$ cat src/rtl/alu_sequencer_pkg.sv
// Shared definitions for the ALU sequencer: ALU select codes and the FSM state encoding.
// The external ALU decodes the same opcode constants.
package alu_sequencer_pkg;

    localparam logic [2:0] ALU_ADD = 3'b000;
    localparam logic [2:0] ALU_SUB = 3'b001;
    localparam logic [2:0] ALU_AND = 3'b010;
    localparam logic [2:0] ALU_OR  = 3'b011;
    localparam logic [2:0] ALU_SHL = 3'b100;
    localparam logic [2:0] ALU_SHR = 3'b101;
    localparam logic [2:0] ALU_MUL = 3'b110;
    localparam logic [2:0] ALU_MOD = 3'b111;

    typedef enum logic [1:0] {
        ST_IDLE = 2'd0,
        ST_EXEC = 2'd1,
        ST_RESP = 2'd2
    } seq_state_t;

endpackage

$ cat src/rtl/alu_sequencer_regfile.sv
// Operand register file: NREG x DW, two combinational read ports, one write port.
// Asynchronous active-low clear of every entry.
module alu_regfile #(
    parameter int DW   = 16,
    parameter int NREG = 4,
    parameter int RW   = (NREG > 1) ? $clog2(NREG) : 1
) (
    input  logic          clk,
    input  logic          rst_n,
    input  logic          i_we,
    input  logic [RW-1:0] i_waddr,
    input  logic [DW-1:0] i_wdata,
    input  logic [RW-1:0] i_raddr_a,
    output logic [DW-1:0] o_rdata_a,
    input  logic [RW-1:0] i_raddr_b,
    output logic [DW-1:0] o_rdata_b
);

    logic [DW-1:0] r_mem [NREG];

    always_ff @(posedge clk or negedge rst_n) begin
        if (!rst_n) begin
            for (int i = 0; i < NREG; i++) begin
                r_mem[i] <= '0;
            end
        end else if (i_we) begin
            r_mem[i_waddr] <= i_wdata;
        end
    end

    assign o_rdata_a = r_mem[i_raddr_a];
    assign o_rdata_b = r_mem[i_raddr_b];

endmodule

$ cat src/rtl/alu_sequencer.sv
// Command sequencer in front of an external combinational ALU: loads registers, issues
// one ALU operation per command and presents the result through a valid/ready port.
module alu_sequencer
    import alu_sequencer_pkg::*;
#(
    parameter int DW   = 16,
    parameter int NREG = 4,
    parameter int RW   = (NREG > 1) ? $clog2(NREG) : 1
) (
    input  logic          clk,
    input  logic          rst_n,
    input  logic          cmd_valid,
    output logic          cmd_ready,
    input  logic          cmd_load,
    input  logic [2:0]    cmd_op,
    input  logic [RW-1:0] cmd_rd,
    input  logic [RW-1:0] cmd_rs1,
    input  logic [RW-1:0] cmd_rs2,
    input  logic [DW-1:0] cmd_imm,
    output logic [DW-1:0] alu_a,
    output logic [DW-1:0] alu_b,
    output logic [2:0]    alu_sel,
    input  logic [DW-1:0] alu_out,
    output logic          res_valid,
    input  logic          res_ready,
    output logic [DW-1:0] res_data,
    output logic [RW-1:0] res_rd,
    output logic          res_err
);

    seq_state_t    r_state;
    seq_state_t    w_state_nxt;
    logic [2:0]    r_op;
    logic [RW-1:0] r_rd;
    logic [RW-1:0] r_rs1;
    logic [RW-1:0] r_rs2;
    logic [DW-1:0] r_res_data;
    logic [RW-1:0] r_res_rd;
    logic          r_res_err;

    logic          w_accept;
    logic          w_we;
    logic [RW-1:0] w_waddr;
    logic [DW-1:0] w_wdata;
    logic [DW-1:0] w_rdata_a;
    logic [DW-1:0] w_rdata_b;
    logic          w_mod_zero;

    // Registers only change on a load accept or at the end of EXEC, so reading them
    // during EXEC returns exactly the values present at the accept edge.
    alu_regfile #(.DW(DW), .NREG(NREG), .RW(RW)) u_regfile (
        .clk       (clk),
        .rst_n     (rst_n),
        .i_we      (w_we),
        .i_waddr   (w_waddr),
        .i_wdata   (w_wdata),
        .i_raddr_a (r_rs1),
        .o_rdata_a (w_rdata_a),
        .i_raddr_b (r_rs2),
        .o_rdata_b (w_rdata_b)
    );

    assign w_accept   = cmd_valid & cmd_ready;
    assign w_mod_zero = (r_op == ALU_MOD) && (w_rdata_b == '0);

    always_ff @(posedge clk or negedge rst_n) begin
        if (!rst_n) begin
            r_state <= ST_IDLE;
        end else begin
            r_state <= w_state_nxt;
        end
    end

    always_comb begin
        w_state_nxt = r_state;
        cmd_ready   = 1'b0;
        res_valid   = 1'b0;
        alu_a       = '0;
        alu_b       = '0;
        alu_sel     = '0;
        w_we        = 1'b0;
        w_waddr     = r_rd;
        w_wdata     = alu_out;
        case (r_state)
            ST_IDLE: begin
                cmd_ready = 1'b1;
                if (cmd_valid) begin
                    if (cmd_load) begin
                        w_we        = 1'b1;
                        w_waddr     = cmd_rd;
                        w_wdata     = cmd_imm;
                        w_state_nxt = ST_RESP;
                    end else begin
                        w_state_nxt = ST_EXEC;
                    end
                end
            end
            ST_EXEC: begin
                alu_a       = w_rdata_a;
                alu_b       = w_rdata_b;
                alu_sel     = r_op;
                w_we        = !w_mod_zero;
                w_state_nxt = ST_RESP;
            end
            ST_RESP: begin
                res_valid = 1'b1;
                if (res_ready) begin
                    w_state_nxt = ST_IDLE;
                end
            end
            default: w_state_nxt = ST_IDLE;
        endcase
    end

    always_ff @(posedge clk or negedge rst_n) begin
        if (!rst_n) begin
            r_op       <= '0;
            r_rd       <= '0;
            r_rs1      <= '0;
            r_rs2      <= '0;
            r_res_data <= '0;
            r_res_rd   <= '0;
            r_res_err  <= 1'b0;
        end else begin
            if (w_accept) begin
                r_op  <= cmd_op;
                r_rd  <= cmd_rd;
                r_rs1 <= cmd_rs1;
                r_rs2 <= cmd_rs2;
                if (cmd_load) begin
                    r_res_data <= cmd_imm;
                    r_res_rd   <= cmd_rd;
                    r_res_err  <= 1'b0;
                end
            end
            if (r_state == ST_EXEC) begin
                r_res_data <= w_mod_zero ? '1 : alu_out;
                r_res_rd   <= r_rd;
                r_res_err  <= w_mod_zero;
            end
        end
    end

    assign res_data = r_res_data;
    assign res_rd   = r_res_rd;
    assign res_err  = r_res_err;

endmodule

$ cat config.mk
export PLATFORM = sky130hd
export DESIGN_NAME = alu_sequencer
export DESIGN_NICKNAME = d
export VERILOG_FILES = /design/src/rtl/alu_sequencer_pkg.sv /design/src/rtl/alu_sequencer_regfile.sv /design/src/rtl/alu_sequencer.sv
export SDC_FILE = /design/constraint.sdc
export NUM_CORES = 1
export LEC_CHECK = 0
export BUFFER_PORTS_ARGS = -buffer_cell sky130_fd_sc_hd__buf_2
export CORE_MARGIN = 5
export CORE_UTILIZATION = 29
export DETAILED_ROUTE_END_ITERATION = 16
export PLACE_DENSITY = 0.43
export SYNTH_ARGS = -nofsm -noshare
export SYNTH_HDL_FRONTEND = slang
export SYNTH_SLANG_ARGS = --single-unit
$ cat constraint.sdc
create_clock -name clk -period 4.9 [get_ports clk]
set_input_delay 0.49 -clock clk [delete_from_list [all_inputs] [get_ports clk]]
set_output_delay 0.49 -clock clk [all_outputs]
set_load 0.1 [all_outputs]
==> results.toml, run 1 <==
[outcome]
status = "completed"

[setup_path]
cp_slowest_cell = "dfrtp_1"
crit_arrival_ps = 3750
path_max_fanout = 44
required_ps = 5130
critical_path.max_stage_delay_ps = 860
path_cells = "mux4_2 -> nor4_1 -> nand4_1 -> o21ai_4 -> buf_4 -> nor2_1 -> buf_4 -> o2bb2ai_1"
r2r_setup_slack_ps = 1380
worstSetupEndpointType = "register"
crit_top_cell = "buf_4"
startpoint_type = "register"
critical_path_class = "reg2reg"

[clock_network]
htree_levels = 3
clk_pin_slew_worst_paths_ps = 60
cts_resized = 0
clk_latency_ps = 350
clk_path_buf_depth = 2
post_cts_buffers = 0
cts_tree = "yes"
cts_sinks = 94
cts_hold_buf = 0
numCtsBuffers = 9
cts_root_buf = "clkbuf_16"

[power]
ir_drop_mv = 0.303
p_leak_nw = 2.75
p_per_area_nw_per_um2 = 647

[sta]
whs_ps = 169
tns_ps = 0
setup-violations-final = 0
worstMarginPinSlew_ps = 1100
fin_worst_skew_ps = 11.1
max_freq_ghz = 0.284
finalMaxSlewViolations = 0
period_minus_slack_ps = 3520
finalHoldViolCount = 0
rsz0062_at_grt = "no"
min_period_over_period = 0.718
relSlewSlack = 0.268

[hold_path]
hold_path_class = "in2async"

[logic_synthesis]
synthCells = 539
synth_top_flop_cell = "dfrtp_1"
synth-edff-count = 0
yosys_warnings = 0
ys_types = 37
synth_nets = 585
synth.avg_cell_area_um2 = 10.1
netlist_area_um2 = 5440
yosysSeqAreaShare = 0.432
synth-seq-cells = 94
ys_async_sr_fraction = 1.00

[floorplan]
fp.dieH_um = 147
die_area_um2 = 21600
core-area_um2 = 18600
initial_core_util = 0.293
row_count = 50
io-pin-count = 102
die_w_um = 147

[route]
wirelength_mm = 19.4
drcViolationCount = 0
vias = 4706
ant_nets = 0
first_iter_violations = 375
wl_per_cell_um = 22.6
firstDrtPassIters = 7
drt-vias-per-instance = 5.47

[grt]
grt_pass1_vias = 4990
grt_max_degree = 50
overflow = 0
grt_pass1_wl_mm = 30.3
grt_use_total = 0.184
antenna_found_initial = 0

[flow_run]
drv_cap = 0

[place]
post-dp-hpwl_mm = 13.3
place_congestion = 0.786
portBuffers = 101

[cells_and_area]
area_delta_synth_final_pct = 18.4
ff_latch_area_um2 = 2350
drive_gt1_frac = 0.294
multi_input_area_um2 = 2870
nNetsFinal = 670
fill_cells = 1927
state kept, by name, summed over array words and instances, names as in the netlist, 2 cells and up:
| signal | cells |
|---|---|
| r_op | 3 |
| r_rd | 2 |
| r_rs1 | 2 |
| r_rs2 | 2 |
| r_state | 2 |
| res_data | 16 |
| res_rd | 2 |
| u_regfile.r_mem | 64 |
cell type report:
| type | count | share of cell area |
|---|---|---|
| Antenna cell | 1 | 0.000388 |
| Multi-Input combinational cell | 396 | 0.445 |
| Clock inverter | 2 | 0.00155 |
| Inverter | 2 | 0.00117 |
| Timing Repair Buffer | 121 | 0.102 |
| Tap cell | 234 | 0.0454 |
| Clock buffer | 11 | 0.0392 |
| Sequential cell | 94 | 0.365 |
cells in the mapped netlist (2+ instances only):
cell type | n | area share
dfrtp_1 | 94 | 0.43
nor2_1 | 70 | 0.048
a21oi_1 | 68 | 0.063
o2bb2ai_1 | 45 | 0.072
nand2_1 | 38 | 0.026
and2_1 | 34 | 0.039
mux4_2 | 31 | 0.13
clkbuf_1 | 27 | 0.019
o21ai_0 | 17 | 0.016
nand2b_1 | 16 | 0.018
a22oi_1 | 15 | 0.021
o22ai_1 | 15 | 0.017
mux2_2 | 10 | 0.021
buf_6 | 8 | 0.017
or3_1 | 8 | 0.0092
buf_2 | 7 | 0.0064
buf_1 | 4 | 0.0028
o211a_1 | 4 | 0.0074
nor2b_1 | 3 | 0.0034
inv_1 | 2 | 0.0014
mux2i_1 | 2 | 0.0037
nand3_1 | 2 | 0.0018
nand4_1 | 2 | 0.0023
nor3_1 | 2 | 0.0018
nor3b_1 | 2 | 0.0028
nor4_1 | 2 | 0.0023
where the power goes:
| part | switching (mW) | internal (mW) | total [mW] |
|---|---|---|---|
| Sequential | 0.364 | 1.13 | 1.49 |
| Clock | 0.300 | 0.362 | 0.663 |
| Combinational | 1.30 | 0.718 | 2.02 |
layout by cell type (no fill, tap or decap), types with 4 or more instances in the layout:
| master | instances |
|---|---|
| a22oi_1 | 15 |
| o211a_1 | 4 |
| nor2_1 | 68 |
| and2_1 | 34 |
| or3_1 | 8 |
| mux2_2 | 10 |
| dfrtp_1 | 94 |
| nand2_1 | 38 |
| o2bb2ai_1 | 45 |
| buf_4 | 21 |
| nand2b_1 | 16 |
| a21oi_1 | 67 |
| mux4_2 | 31 |
| o21ai_0 | 17 |
| buf_2 | 100 |
| o22ai_1 | 15 |
| clkbuf_16 | 9 |
final timing paths:
| check | to | depth (start not counted) | start |
|---|---|---|---|
| worst min register to register | res_data[4]$_DFFE_PN0P_ | 2 | res_data[4]$_DFFE_PN0P_ |
| min in group clk | r_state[1]$_DFFE_PN0P_ | 2 | res_ready |
| worst min-delay path | r_state[0]$_DFFE_PN0P_ | 1 | rst_n |
| worst max register to register | u_regfile.r_mem[51]$_DFFE_PN0P_ | 8 | r_rs2[1]$_DFFE_PN0P_ |
| worst max-delay path | u_regfile.r_mem[51]$_DFFE_PN0P_ | 8 | r_rs2[1]$_DFFE_PN0P_ |
| max in group asynchronous | r_rd[0]$_DFFE_PN0P_ | 2 | rst_n |
metal layers:
layer | vias up | share of wire | GRT usage
li1 | 2147 | - | -
met1 | 2349 | 0.45 | 0.251
met2 | 182 | 0.46 | 0.289
met3 | 28 | 0.067 | 0.0469
met4 | 0 | 0.020 | 0.0550
met5 | - | 0 | 0
cell families after synthesis:
| group | after synthesis | synth area share |
|---|---|---|
| and+or+nand+nor | 185 | 0.165 |
| DFF | 94 | 0.432 |
| buffers and inverters | 49 | 0.0471 |
| AOI/OAI and AO/OA | 168 | 0.203 |
| muxes | 43 | 0.153 |
per-stage QoR:
stage / utilization / setup WS, ps / std cells / power, mW / cell area [µm²]
floorplan: - / 1030 / 539 / 3.01 / 5440
finish: 0.347 / 1380 / 861 / 4.17 / 6440
global placement: 0.333 / 1470 / 847 / 3.50 / 6180
global route: 0.347 / 1060 / 860 / 4.41 / 6440
detailed placement: 0.333 / 1360 / 847 / 3.53 / 6180
CTS: 0.347 / 1350 / 860 / 4.21 / 6440
worst max-delay path: cells and delay by family, from the launching register on:
family | cells | cell delay [ps]
DFF | 1 | 860
muxes | 1 | 440
buffers and inverters | 2 | 690
AOI/OAI and AO/OA | 2 | 320
and+or+nand+nor | 3 | 1070
Note: power is estimated with default switching activity, not from simulation.
==> run 2, diff against run 1 <==
--- a/config.mk
+++ b/config.mk
@@ -5,6 +5,7 @@
 export SDC_FILE = /design/constraint.sdc
 export NUM_CORES = 1
 export LEC_CHECK = 0
+export ABC_AREA = 1
 export BUFFER_PORTS_ARGS = -buffer_cell sky130_fd_sc_hd__buf_2
 export CORE_MARGIN = 5
 export CORE_UTILIZATION = 29
==> constraint.sdc (replaced) <==
create_clock -name clk -period 3.61 [get_ports clk]
set_input_delay 0.361 -clock clk [delete_from_list [all_inputs] [get_ports clk]]
set_output_delay 0.361 -clock clk [all_outputs]
set_load 0.1 [all_outputs]
==> results.toml, run 2 <==
[route]
wirelength_mm = 18.7
wl_per_cell_um = 17.3
drcViolationCount = 0
ant_nets = 0
vias = 5260
drt-vias-per-instance = 4.88
first_iter_violations = 414
firstDrtPassIters = 5

[grt]
grt_max_degree = 49
overflow = 0
antenna_found_initial = 0
grt_pass1_vias = 5242
grt_use_total = 0.187
grt_pass1_wl_mm = 29.8

[sta]
whs_ps = 29.3
fin_worst_skew_ps = 7.99
relSlewSlack = 0.527
setup-violations-final = 0
finalMaxSlewViolations = 0
worstMarginPinSlew_ps = 709
rsz0062_at_grt = "no"
period_minus_slack_ps = 2790
max_freq_ghz = 0.358
min_period_over_period = 0.773
finalHoldViolCount = 0
tns_ps = 0

[logic_synthesis]
yosys-top-cells-count = "nand2_1 (322), nand3_1 (98), dfrtp_1 (94)"
synth_top_area_cell = "dfrtp_1"
synth_mux_area_frac = 0
synth-seq-cells = 94
synth-simple-area-share = 0.403
synth_top_flop_cell = "dfrtp_1"
ys_types = 22
yosysMostFrequentCell = "nand2_1"
synth_nets = 808
synthCells = 762
synth_top_family_by_area = "simple AND/OR/NAND/NOR gates"
yosysSeqAreaShare = 0.454
ys_async_sr_fraction = 1.00
yosys_warnings = 0
netlist_area_um2 = 5180
synthXorXnorAreaFrac = 0
synth_compound_area_frac = 0.0881
synth-edff-count = 0
synth_area_leaders = "dfrtp_1 (45%), nand2_1 (23%), nand3_1 (9.5%)"
synth_top_cell_area_share = 0.454
synth.avg_cell_area_um2 = 6.80
synthAdderAreaFrac = 0

[place]
portBuffers = 101
place_congestion = 0.803
dpl-instance-area_um2 = 5900
post-dp-hpwl_mm = 12.8

[clock_network]
clk_latency_ps = 350
numCtsBuffers = 9
cts_resized = 0
cts_sinks = 94
htree_levels = 3
cts_hold_buf = 0
cts_tree = "yes"
post_cts_buffers = 0
clk_pin_slew_worst_paths_ps = 70
clk_path_buf_depth = 2
cts_root_buf = "clkbuf_16"

[cells_and_area]
largest_reg_flops = 64
drive_gt1_frac = 0.174
final_common_cell = "nand2_1"
antennaDiodeCount = 0
design_area_um2 = 6240
final_cell_mix = "nand2_1 (322), buf_2 (100), nand3_1 (98), dfrtp_1 (94), nor2_1 (88)"
nNetsFinal = 894
fill_cells = 1927
area_delta_synth_final_pct = 20.3
largest-register = "u_regfile.r_mem"

[setup_path]
startpoint_type = "register"
path_max_fanout = 21
critical_path_class = "reg2reg"
crit_arrival_ps = 3030
cp-startpoint = "r_state[0]$_DFFE_PN0P_"
required_ps = 3850
worstSetupEndpointType = "register"
rr_startpoint = "r_state[0]$_DFFE_PN0P_"
r2r_setup_slack_ps = 820

[outcome]
status = "completed"

[floorplan]
core-area_um2 = 17400
die_area_um2 = 20700
fp.dieH_um = 144
initial_core_util = 0.298
io-pin-count = 102
die_w_um = 144
row_count = 48

[flow_run]
drv_cap = 0

[hold_path]
hold_path_class = "in2async"

[power]
ir_drop_mv = 0.564
p_leak_nw = 3.38
p_per_area_nw_per_um2 = 997
==> run 2: path summary, 6_finish.rpt <==
path / endpoint / cells past startpoint
worst max-delay path: u_regfile.r_mem[18]$_DFFE_PN0P_ / 12
worst min-delay path: u_regfile.r_mem[3]$_DFFE_PN0P_ / 1
worst max register to register: u_regfile.r_mem[18]$_DFFE_PN0P_ / 12
worst min register to register: u_regfile.r_mem[62]$_DFFE_PN0P_ / 2
max in group asynchronous: u_regfile.r_mem[6]$_DFFE_PN0P_ / 2
min in group clk: r_state[1]$_DFFE_PN0P_ / 2
==> run 2: cell families after synthesis <==
kind of cell | after synthesis
AOI/OAI and AO/OA | 86
buffers and inverters | 64
DFF | 94
and+or+nand+nor | 518
==> run 2: final cells by class <==
| class | instances | area [µm²] | area share |
|---|---|---|---|
| clock inverter | 4 | 95.1 | 0.0152 |
| inverter | 20 | 75.1 | 0.0120 |
| clock buffer | 11 | 243 | 0.0389 |
| timing repair buffer | 119 | 643 | 0.103 |
| tap | 225 | 282 | 0.0451 |
| multi-input combinational | 604 | 2550 | 0.409 |
| sequential | 94 | 2350 | 0.377 |
==> run 2: metrics by stage <==
stage / cells / util / power, mW / setup WS, ps
floorplan: 762 / - / 4.32 / 308
global placement: 1062 / 0.339 / 5.12 / 782
detailed placement: 1062 / 0.339 / 5.13 / 784
CTS: 1077 / 0.358 / 6.26 / 775
global route: 1077 / 0.358 / 6.66 / 502
finish: 1077 / 0.358 / 6.22 / 821
==> run 2: layer usage <==
layer,part of all wire,routed length [µm],track usage,vias to the layer above
li1,-,-,-,2596
met1,0.48,9020,0.265,2477
met2,0.45,8440,0.297,174
met3,0.052,968,0.0280,13
met4,0.013,241,0.0580,0
met5,0,0,0,-
==> run 2: power by group <==
| part | leakage, nW | internal [mW] | switching (mW) |
|---|---|---|---|
| registers | 1.16 | 1.54 | 0.384 |
| clock network | 0.166 | 0.692 | 0.420 |
| logic | 2.06 | 0.704 | 2.48 |
| total | 3.38 | 2.93 | 3.29 |
==> run 2: worst max-delay path, stage by stage, from the launching register on <==
cell	delay (ps)
dfrtp_1	390
nor2_1	80
nand2_1	110
inv_2	150
nand2_2	80
buf_4	250
inv_2	200
o21ai_1	410
inv_1	100
nor2_2	320
nand2_2	360
nand2_1	150
nand2_1	60
==> run 3, diff against run 2 <==
==> constraint.sdc (replaced) <==
create_clock -name clk -period 2.85 [get_ports clk]
set_input_delay 0.285 -clock clk [delete_from_list [all_inputs] [get_ports clk]]
set_output_delay 0.285 -clock clk [all_outputs]
set_load 0.1 [all_outputs]
==> results.toml, run 3 (synthesis gave the netlist of run 2 again) <==
[outcome]
status = "completed"

[route]
vias = 5335
wl_met3_mm = 1.15
drcViolationCount = 0
highest_layer = "met4"
ant_nets = 0
drt-vias-per-instance = 4.92
wl_per_cell_um = 17.6
first_iter_violations = 389
firstDrtPassIters = 5
m1WireLength_mm = 9.43
wirelength_mm = 19.0
dr_wl_met2_mm = 8.19

[cells_and_area]
stdcell_count = 1084
final_cell_mix = "nand2_1 (322), buf_2 (99), nand3_1 (98), dfrtp_1 (94), nor2_1 (87)"
largest-register = "u_regfile.r_mem"
antennaDiodeCount = 0
drive_gt1_frac = 0.191
nNetsFinal = 903
largest_reg_flops = 64
area_delta_synth_final_pct = 22.0
design_area_um2 = 6320
final_common_cell = "nand2_1"

[clock_network]
clk_pin_slew_worst_paths_ps = 70
cts_root_buf = "clkbuf_16"
cts_tree = "yes"
clk_path_buf_depth = 2
cts_sinks = 94
cts_resized = 0
clk_latency_ps = 350
numCtsBuffers = 9
htree_levels = 3

[sta]
setup-violations-final = 0
finalHoldViolCount = 0
layout_setup_ws_ps = 365
period_minus_slack_ps = 2480
rsz0062_at_grt = "no"
worstMarginPinSlew_ps = 533
relSlewSlack = 0.645
max_freq_ghz = 0.402
fin_worst_skew_ps = 7.59
tns_ps = 0
min_period_over_period = 0.872
finalMaxSlewViolations = 0

[grt]
grt_pass1_wl_mm = 30.0
grt_use_total = 0.190
antenna_found_initial = 0
overflow = 0
grt_max_degree = 58
grt_pass1_vias = 5278

[setup_path]
worstSetupEndpointType = "output pin"
reg2reg_to = "u_regfile.r_mem[13]$_DFFE_PN0P_"
rr_startpoint = "r_rs2[0]$_DFFE_PN0P_"
r2r_setup_slack_ps = 380
critical_path_class = "reg2out"
startpoint_type = "register"
crit_arrival_ps = 2200
path_max_fanout = 23
reg2reg_depth = 13
required_ps = 2570

[hold_path]
holdPathEnd = "r_state[1]$_DFFE_PN0P_"
hold_path_depth = 2
hold_path_class = "in2reg"
hp-start = "res_ready"

[floorplan]
fp.dieH_um = 144
die_w_um = 144
io-pin-count = 102
die_area_um2 = 20700
row_count = 48
core-area_um2 = 17400
initial_core_util = 0.298

[power]
p_leak_nw = 3.41
seq_power_share = 0.311
clkPwrFrac = 0.155
sw_frac_of_total = 0.538
p_int_mw = 3.61
p_comb_frac = 0.534
p_switching_mw = 4.20
p_per_area_nw_per_um2 = 1230
ir_drop_mv = 0.750

[place]
place_congestion = 0.800
post-dp-hpwl_mm = 13.0
dp_cells = 1070
portBuffers = 101
dpl-instance-area_um2 = 6040
dp_slack_ps = 405

[flow_run]
drv_cap = 0
## run 3: layout make-up
| class | count | area, µm² |
|---|---|---|
| fillers | 1921 | 11100 |
| multi-input cells | 604 | 2580 |
| flip-flops and latches | 94 | 2350 |
| repair buffers | 128 | 753 |
| well taps | 225 | 282 |
| clock buffers | 11 | 243 |
| inverters | 20 | 75.1 |
| clock inverters | 2 | 35.0 |
## run 3: stage by stage
step                hold WS, ps  power, mW   util
floorplan                 -10.6       5.50      -
detailed placement          302       6.62  0.347
global route               91.0       8.34  0.363
CTS                        91.2       7.86  0.363
finish                      101       7.81  0.363
global placement            304       6.59  0.347
## run 3: worst max-delay path: stages, from the launching register on
cell	delay [ps]
dfrtp_1	410
inv_1	50
nor2_1	150
inv_2	210
buf_4	300
a21oi_1	250
buf_2	480
## run 3: power by group through the flow
stage / Combinational, mW / Clock, mW / Sequential [mW]
finish: 4.17 / 1.21 / 2.43
global route: 4.54 / 1.29 / 2.50
CTS: 4.20 / 1.23 / 2.42
detailed placement: 4.19 / 0 / 2.43
global placement: 4.14 / 0 / 2.45
floorplan: 2.24 / 0 / 3.26
## run 3: per-layer routing
metal / vias up / track usage
li1: 2622 / -
met2: 181 / 0.286
met1: 2513 / 0.281
met5: - / 0
met4: 0 / 0.0520
met3: 19 / 0.0346
## run 3: worst max path at each step
| stage | startpoint | endpoint | slack [ps] | cells past startpoint |
|---|---|---|---|---|
| floorplan | r_state[0]$_DFFE_PN0P_ | u_regfile.r_mem[37]$_DFFE_PN0P_ | 70 | 12 |
| finish | r_state[0]$_DFFE_PN0P_ | alu_a[15] | 370 | 6 |
| global route | r_rs2[0]$_DFFE_PN0P_ | u_regfile.r_mem[5]$_DFFE_PN0P_ | 110 | 13 |
| global placement | r_rs2[0]$_DFFE_PN0P_ | u_regfile.r_mem[2]$_DFFE_PN0P_ | 490 | 13 |
| CTS | r_state[0]$_DFFE_PN0P_ | alu_a[15] | 320 | 6 |
| detailed placement | r_rs2[0]$_DFFE_PN0P_ | u_regfile.r_mem[13]$_DFFE_PN0P_ | 410 | 13 |
## run 3: what timing repair did
| action | in CTS | in global routing |
|---|---|---|
| buffers inserted | 0 | 0 |
| endpoints found under the hold margin | 37 | 0 |
| hold buffers | 1 | 0 |
